## src/rtl/scrambler_pkg.sv

```systemverilog
// Shared definitions for the serial scrambler packer: default widths and
// the packer FSM state encoding, reused by the polynomial mux and neighbours.
package scrambler_pkg;

  // Scrambled word width; equals the polynomial-data width.
  localparam int WORD_W = 16;
  // Polynomial-select width (32 selections).
  localparam int SEL_W  = 5;

  // Packer FSM states.
  typedef enum logic [1:0] {
    IDLE    = 2'd0,
    COLLECT = 2'd1,
    PAD     = 2'd2
  } state_e;

endpackage

```

## src/rtl/scrambler_out_reg.sv

```systemverilog
// One-entry output register with valid/ready handshake. It holds a word
// until the consumer takes it and can reload on the same edge it drains.
module scrambler_out_reg #(
  parameter int DATA_W = 17
) (
  input  logic              clk,
  input  logic              rst,
  input  logic              in_valid_i,
  output logic              in_ready_o,
  input  logic [DATA_W-1:0] in_data_i,
  output logic              out_valid_o,
  output logic [DATA_W-1:0] out_data_o,
  input  logic              out_ready_i
);

  // Handshake: a transfer happens on a rising edge where valid && ready.
  // While valid is high and ready is low, valid and data hold steady.
  // Ready on the input side is high when the register is empty or draining.

  logic              valid_q;
  logic [DATA_W-1:0] data_q;

  assign in_ready_o  = !valid_q || out_ready_i;
  assign out_valid_o = valid_q;
  assign out_data_o  = data_q;

  // Load a new word when space exists; otherwise clear valid after a transfer.
  always_ff @(posedge clk) begin
    if (!rst) begin
      valid_q <= 1'b0;
      data_q  <= '0;
    end else if (in_valid_i && in_ready_o) begin
      valid_q <= 1'b1;
      data_q  <= in_data_i;
    end else if (out_ready_i) begin
      valid_q <= 1'b0;
    end
  end

endmodule

```

## src/rtl/scrambler_serial_packer.sv

```systemverilog
// Serial-to-parallel packer that XORs each completed word with polynomial
// data selected by pd_sel. Partial final words are zero-padded in the LSBs.
module scrambler_serial_packer #(
  parameter int WORD_W = scrambler_pkg::WORD_W,
  parameter int SEL_W  = scrambler_pkg::SEL_W
) (
  input  logic              clk,
  input  logic              rst,
  input  logic              frame_start,
  input  logic              din,
  input  logic              din_valid,
  input  logic              din_last,
  output logic              din_ready,
  output logic [SEL_W-1:0]  pd_sel,
  input  logic [WORD_W-1:0] polydata,
  output logic [WORD_W-1:0] dout,
  output logic              dout_valid,
  output logic              dout_last,
  input  logic              dout_ready,
  output logic [1:0]        state_o
);

  import scrambler_pkg::*;

  // Handshake: din is taken on an edge where din_valid && din_ready; dout is
  // taken on an edge where dout_valid && dout_ready, and holds otherwise.

  localparam int              CNT_W    = $clog2(WORD_W);
  localparam logic [CNT_W-1:0] CNT_LAST = CNT_W'(WORD_W - 1);

  state_e              state_q;
  logic [CNT_W-1:0]    cnt_q;
  logic [WORD_W-1:0]   shreg_q;
  logic [SEL_W-1:0]    pd_sel_q;

  logic                out_in_ready;
  logic                accept;
  logic                word_done;
  logic                load_valid;
  logic [WORD_W-1:0]   shifted;
  logic [CNT_W:0]      pad_shift;
  logic [WORD_W-1:0]   load_word_d;
  logic                load_last_d;

  // Datapath for the word about to be loaded and the input-side handshake.
  always_comb begin
    shifted     = {shreg_q[WORD_W-2:0], din};
    // Held bits sit in the LSBs; shifting left moves the first bit to the MSB
    // and pushes any stale bits out the top.
    pad_shift   = (CNT_W+1)'(WORD_W) - {1'b0, cnt_q};
    // Only the completing bit needs room in the output register.
    din_ready   = (state_q == COLLECT) && !((cnt_q == CNT_LAST) && !out_in_ready);
    accept      = din_valid && din_ready;
    word_done   = accept && (cnt_q == CNT_LAST);
    load_valid  = word_done || ((state_q == PAD) && out_in_ready);
    load_word_d = ((state_q == PAD) ? (shreg_q << pad_shift) : shifted) ^ polydata;
    load_last_d = (state_q == PAD) ? 1'b1 : din_last;
  end

  // Packer FSM: frame start, bit collection and padding of a partial word.
  always_ff @(posedge clk) begin
    if (!rst) begin
      state_q  <= IDLE;
      cnt_q    <= '0;
      shreg_q  <= '0;
      pd_sel_q <= '0;
    end else begin
      // pd_sel only moves when a word loads, so polydata stays settled.
      if (load_valid) begin
        pd_sel_q <= pd_sel_q + 1'b1;
      end
      unique case (state_q)
        IDLE: begin
          if (frame_start) begin
            state_q  <= COLLECT;
            cnt_q    <= '0;
            shreg_q  <= '0;
            pd_sel_q <= '0;
          end
        end
        COLLECT: begin
          if (accept) begin
            shreg_q <= shifted;
            cnt_q   <= word_done ? '0 : cnt_q + 1'b1;
            if (din_last) begin
              state_q <= word_done ? IDLE : PAD;
            end
          end
        end
        PAD: begin
          if (out_in_ready) begin
            state_q <= IDLE;
            cnt_q   <= '0;
          end
        end
        default: state_q <= IDLE;
      endcase
    end
  end

  scrambler_out_reg #(
    .DATA_W(WORD_W + 1)
  ) u_out_reg (
    .clk         (clk),
    .rst         (rst),
    .in_valid_i  (load_valid),
    .in_ready_o  (out_in_ready),
    .in_data_i   ({load_last_d, load_word_d}),
    .out_valid_o (dout_valid),
    .out_data_o  ({dout_last, dout}),
    .out_ready_i (dout_ready)
  );

  assign pd_sel  = pd_sel_q;
  assign state_o = state_q;

endmodule

```

## config.mk

```make
export PLATFORM = sky130hd
export DESIGN_NAME = scrambler_serial_packer
export DESIGN_NICKNAME = d
export VERILOG_FILES = /design/src/rtl/scrambler_pkg.sv /design/src/rtl/scrambler_out_reg.sv /design/src/rtl/scrambler_serial_packer.sv
export SDC_FILE = /design/constraint.sdc
export NUM_CORES = 1
export LEC_CHECK = 0
export ABC_AREA = 1
export BUFFER_PORTS_ARGS = -buffer_cell sky130_fd_sc_hd__buf_2
export CORE_ASPECT_RATIO = 1.25
export CORE_MARGIN = 10
export CORE_UTILIZATION = 35
export CTS_BUF_LIST = sky130_fd_sc_hd__clkbuf_8
export CTS_CLUSTER_DIAMETER = 40
export CTS_CLUSTER_SIZE = 10
export DETAILED_ROUTE_END_ITERATION = 8
export PLACE_DENSITY = 0.55
export SKIP_LAST_GASP = 1
export SLEW_MARGIN = 40
export SYNTH_ARGS = -nofsm -noshare
export SYNTH_HDL_FRONTEND = slang
export SYNTH_SLANG_ARGS = --single-unit
```

## constraint.sdc

```tcl
create_clock -name clk -period 2.3 [get_ports clk]
set_input_delay 0.46 -clock clk [delete_from_list [all_inputs] [get_ports clk]]
set_output_delay 0.46 -clock clk [all_outputs]
set_load 0.005 [all_outputs]
```

Word-level counts from Yosys, hierarchy flattened. Index checks and enable logic that the tools add are counted.

Add/sub/neg operators: 3. Shift-type cells: 1. $lt $le $gt $ge: 0. Reductions and logical operators: 18. Muxes and demuxes: 21. Multiply operators: 0. Equality and inequality tests: 7. Bitwise operators: 1. Divide/modulo/power cells: 0.

Operator list (count): $mux W16 (3); $pmux W16 S2 (1); $mux W4 (4); $shl A16 B5 Y16 (1); $xor A16 B16 Y16 (1); $mux W5 (3); $pmux W4 S3 (1); $mux W2 (5); $ne A2 B2 Y1 const B (4); $reduce_and A4 Y1 (2); $logic_and A1 B1 Y1 (6); $pmux W2 S3 (1); $add A5 B1 Y5 const B (1); $sub A5 B4 Y5 const A (1); $add A4 B1 Y4 const B (1); $eq A4 B4 Y1 const B (1); $reduce_bool A2 Y1 (2); $logic_not A1 Y1 (3); $mux W1 (3); $reduce_and A3 Y1 (1); $reduce_bool A3 Y1 (1); $eq A2 B1 Y1 const B (1); $eq A2 B2 Y1 const B (1); $logic_not A2 Y1 (1); $logic_or A1 B1 Y1 (2).

Memory bits (read-only): 0. Memory bits (writable): 0. Logic and storage cells: 57. Bits in registers: 45. Memories: 0. Input port bits: 23. Bits in latches: 0. Output and inout port bits: 26.

Depth between registers and ports, before layout.
Word-level depth: 12. Gate-level depth with buffers: 18. Gate-level depth less buffers: 14.

Cells and area by module. From an unflattened synthesis, not the netlist that was laid out.

Cell total of the unflattened synthesis: 555. Area, all modules: 3309.4 um2.

Modules (own cells, without submodules): scrambler_serial_packer (instances 1, area each 2461.1 um2, sequential area each 540.5 um2, cells an instance 439); scrambler_out_reg (instances 1, area each 848.3 um2, sequential area each 360.3 um2, cells an instance 116).

Worst setup path before layout. Ideal clock, no wire load.

Path kind: register to register. From: reg cnt_q[0]. To: reg u_out_reg.data_q[12] (netlist: u_out_reg.out_data_o[12]). Required time: 2191 ps. Path buffers: 5. Stages on the path, launching flop included: 18. Setup time: 109 ps. Arrival time: 2207 ps. Clock period less this slack: 2316 ps. Path slack: -16 ps. Cells stage by stage: dfxtp_1 buf_4 inv_1 buf_2 buf_4 ha_1 buf_2 clkinv_1 buf_1 nand3_1 nand3_1 nand2_1 nand2_1 nand3_1 nand2_1 nand3_1 nand2_1 inv_1.

Word-level cells in the longest chain between the ends: 8. Elaborated cells on any way between the ends: 12. Classes of those cells: 1 x add/sub; 1 x eq/ne; 1 x shift; 1 x mux; 1 x bitwise; 7 x reduce/logical.

Ends and longest elaborated chain: start, declared (RTL line scrambler_serial_packer.sv:32) `logic [CNT_W-1:0] cnt_q;`; start signal, assigned (RTL line scrambler_serial_packer.sv:84) `cnt_q <= word_done ? '0 : cnt_q + 1'b1;`; branches (longest 8 deep; another with $sub A5 B4 Y5); end signal, assigned (RTL line scrambler_out_reg.sv:34) `data_q <= in_data_i;`; end, declared (RTL line scrambler_out_reg.sv:21) `logic [DATA_W-1:0] data_q;`.

Parallel ways; which one is timed is not known. A chain may end at the register's enable or synchronous reset.

Final worst setup path.
From: reg cnt_q[0]. To: reg u_out_reg.data_q[10] (netlist: u_out_reg.out_data_o[10]).

The elaborated chain is that of the path after synthesis.

==> results.json <==
{
  "status": "completed",
  "dieWidth_um": 101,
  "insertion_delay_ns": 0.30,
  "worstPathArrival_ns": 2.23,
  "drc_errors": 0,
  "gp_congestion": 0.845,
  "synthesis.nets": 495,
  "power_density_nw_per_um2": 582,
  "r2r_setup_slack_ns": 0.28,
  "clockRootBuffer": "clkbuf_8",
  "relSlewSlack": 0.620,
  "post_cts_buffers": 0,
  "timing_worst_setup_path_type": "reg -> reg",
  "io_pins": 49,
  "hold_violations": 0,
  "dp_slack_ns": 0.163,
  "hpwlAfterDp_um": 6200,
  "post_drt_wl_per_cell_um": 13.3,
  "max_freq_mhz": 495,
  "drtIter0Drc": 202,
  "r2r-end": "u_out_reg.out_data_o[10]$_SDFFE_PN0P_",
  "drive_above_1_share": 0.152,
  "clock_path_buffers": 2,
  "vias": 3079,
  "rsz0062_at_grt": "no",
  "endpoint_kind": "flop",
  "slew_viol_final": 0,
  "grt_busiest_layer": "met2",
  "syn_area_per_cell_um2": 6.16,
  "finalWorstSetupSlack_ns": 0.279,
  "required_ns": 2.51,
  "setup_viol": 0,
  "io_buffers": 48,
  "syn_area_um2": 2890,
  "fin_skew_ns": 0.00538,
  "grt_max_degree": 40,
  "die_area_um2": 12300,
  "overflow": 0,
  "reg2regPathDepth": 11,
  "cts_tree": "built",
  "synth_warnings": 0,
  "clock_sinks": 45,
  "drtPass1Iterations": 6,
  "ys_types": 35,
  "wl_um": 8110,
  "vdd_ir_drop_max_mv": 0.323,
  "cts_made_buffers": 5,
  "worstHoldStart": "polydata[3]",
  "antenna_left": 0,
  "hold_path.class": "in -> reg",
  "finalSetupTns_ns": 0,
  "grt_util_all_layers": 0.130,
  "final_nets": 538,
  "use_met2": 0.217,
  "syn_inst": 469,
  "row_count": 37,
  "tightest_slew_ns": 0.569,
  "use_met3": 0.0210,
  "ys_ff_latch": 45,
  "dieHeight_um": 122,
  "r2r_start": "cnt_q[0]$_SDFFE_PN0P_",
  "final.min_clock_period_ns": 2.02,
  "async_flop_share": 0,
  "via_per_inst": 5.05,
  "ctsResizeCount": 0,
  "coreArea_um2": 8150,
  "grtUsageMet1": 0.165,
  "antenna_found_initial": 0,
  "grt_pass1_vias": 2905,
  "period_share": 0.879,
  "ys_seq_area_frac": 0.312,
  "hold_depth": 3,
  "synth_edf_count": 0,
  "synth-main-ff-cell": "dfxtp_1",
  "hold_path_end": "u_out_reg.out_data_o[3]$_SDFFE_PN0P_",
  "cap_violations": 0,
  "grt_first_pass_wirelength_um": 13500,
  "clk_pin_slew_ns": 0.09,
  "cts_hold_buf": 0,
  "start_util": 0.355,
  "p_leak_nw": 1.68,
  "area_delta_synth_final_pct": 15.1,
  "start_kind": "flop",
  "ctsHtreeMaxLevel": 2,
  "cp_max_fo": 20,
  "diodes": 0
}
-- report_power, final --
group	total, mW	switching, mW	internal (mW)
Sequential	0.816	0.0160	0.800
Combinational	0.475	0.313	0.161
Clock	0.644	0.291	0.354
Total	1.94	0.620	1.32
-- final cells by class --
| type | instances | area (µm²) |
|---|---|---|
| fill | 896 | 4820 |
| multi-input combinational | 353 | 1670 |
| tap | 97 | 121 |
| clock inverter | 2 | 37.5 |
| timing repair buffer | 57 | 320 |
| inverter | 50 | 191 |
| sequential | 45 | 901 |
| clock buffer | 6 | 82.6 |
-- registers in the layout, indices dropped and copies added (netlist names) --
register and count:
shreg_q 16, u_out_reg.out_valid_o 1, state_o 2, cnt_q 4, pd_sel 5, u_out_reg.out_data_o 17
-- metal layers --
metal | routed length, µm | vias to the layer above
met5 | 0 | -
met4 | 162 | 0
met3 | 399 | 10
met2 | 3890 | 78
met1 | 3660 | 1378
li1 | - | 1613
-- cell usage after synthesis, types with 3 or more instances --
| cell type | instances | area share |
|---|---|---|
| nand3_1 | 72 | 0.12 |
| o21ai_1 | 4 | 0.0069 |
| a21oi_1 | 14 | 0.024 |
| o21ai_0 | 19 | 0.033 |
| nor2_1 | 45 | 0.058 |
| nand2_1 | 145 | 0.19 |
| a22oi_1 | 17 | 0.044 |
| inv_2 | 3 | 0.0039 |
| a31oi_1 | 4 | 0.0087 |
| inv_1 | 46 | 0.060 |
| ha_1 | 3 | 0.013 |
| nand4_1 | 6 | 0.013 |
| nand2_2 | 3 | 0.0065 |
| dfxtp_1 | 45 | 0.31 |
| buf_2 | 5 | 0.0087 |
| a21o_1 | 4 | 0.010 |
| buf_4 | 5 | 0.013 |
| clkbuf_1 | 6 | 0.0078 |
-- per-stage QoR --
stage               std cells  cell area (µm²)  hold slack [ns]  utilization  power (mW)
finish                    610             3330            0.429        0.408        1.94
CTS                       610             3320            0.423        0.408        1.96
detailed placement        602             3200            0.460        0.393        1.30
global route              610             3330            0.437        0.408        2.06
global placement          602             3200            0.464        0.393        1.30
floorplan                 469             2890            0.464            -        1.18
-- worst max-delay path, cell delays in order, from the launching register on --
cell     delay (ns)
dfxtp_1        0.35
inv_1          0.08
buf_4          0.24
nand3_1        0.13
nand2_1        0.07
nand2_1        0.08
nor2_2         0.45
nand3_1        0.22
nand3_1        0.14
nand3_1        0.08
nand2_1        0.06
inv_1          0.03
-- worst max path at each step --
stage / startpoint / endpoint / slack [ns]
5_1_grt: cnt_q[0]$_SDFFE_PN0P_ / u_out_reg.out_data_o[10]$_SDFFE_PN0P_ / 0.01
3_5_place_dp: cnt_q[0]$_SDFFE_PN0P_ / u_out_reg.out_data_o[3]$_SDFFE_PN0P_ / 0.16
6_report: cnt_q[0]$_SDFFE_PN0P_ / u_out_reg.out_data_o[10]$_SDFFE_PN0P_ / 0.28
3_3_place_gp: cnt_q[0]$_SDFFE_PN0P_ / u_out_reg.out_data_o[11]$_SDFFE_PN0P_ / 0.21
2_1_floorplan: cnt_q[0]$_SDFFE_PN0P_ / u_out_reg.out_data_o[9]$_SDFFE_PN0P_ / 0.09
4_1_cts: cnt_q[0]$_SDFFE_PN0P_ / u_out_reg.out_data_o[3]$_SDFFE_PN0P_ / 0.14
-- cells by family after synthesis --
group	synth area share
compound gates	0.139
simple gates	0.421
flops	0.312
fa+ha+maj	0.0130
xor+xnor	0.00606
buf+inv	0.110
-- layout by cell type (no fill, tap or decap), drive strengths merged, types with 15 or more instances in the layout --
cell / n
nor2: 47
inv: 49
buf: 57
nand3: 72
a21oi: 15
o21ai: 24
nand2: 148
dfxtp: 45
a22oi: 17
(Power assumes the default switching activity.)
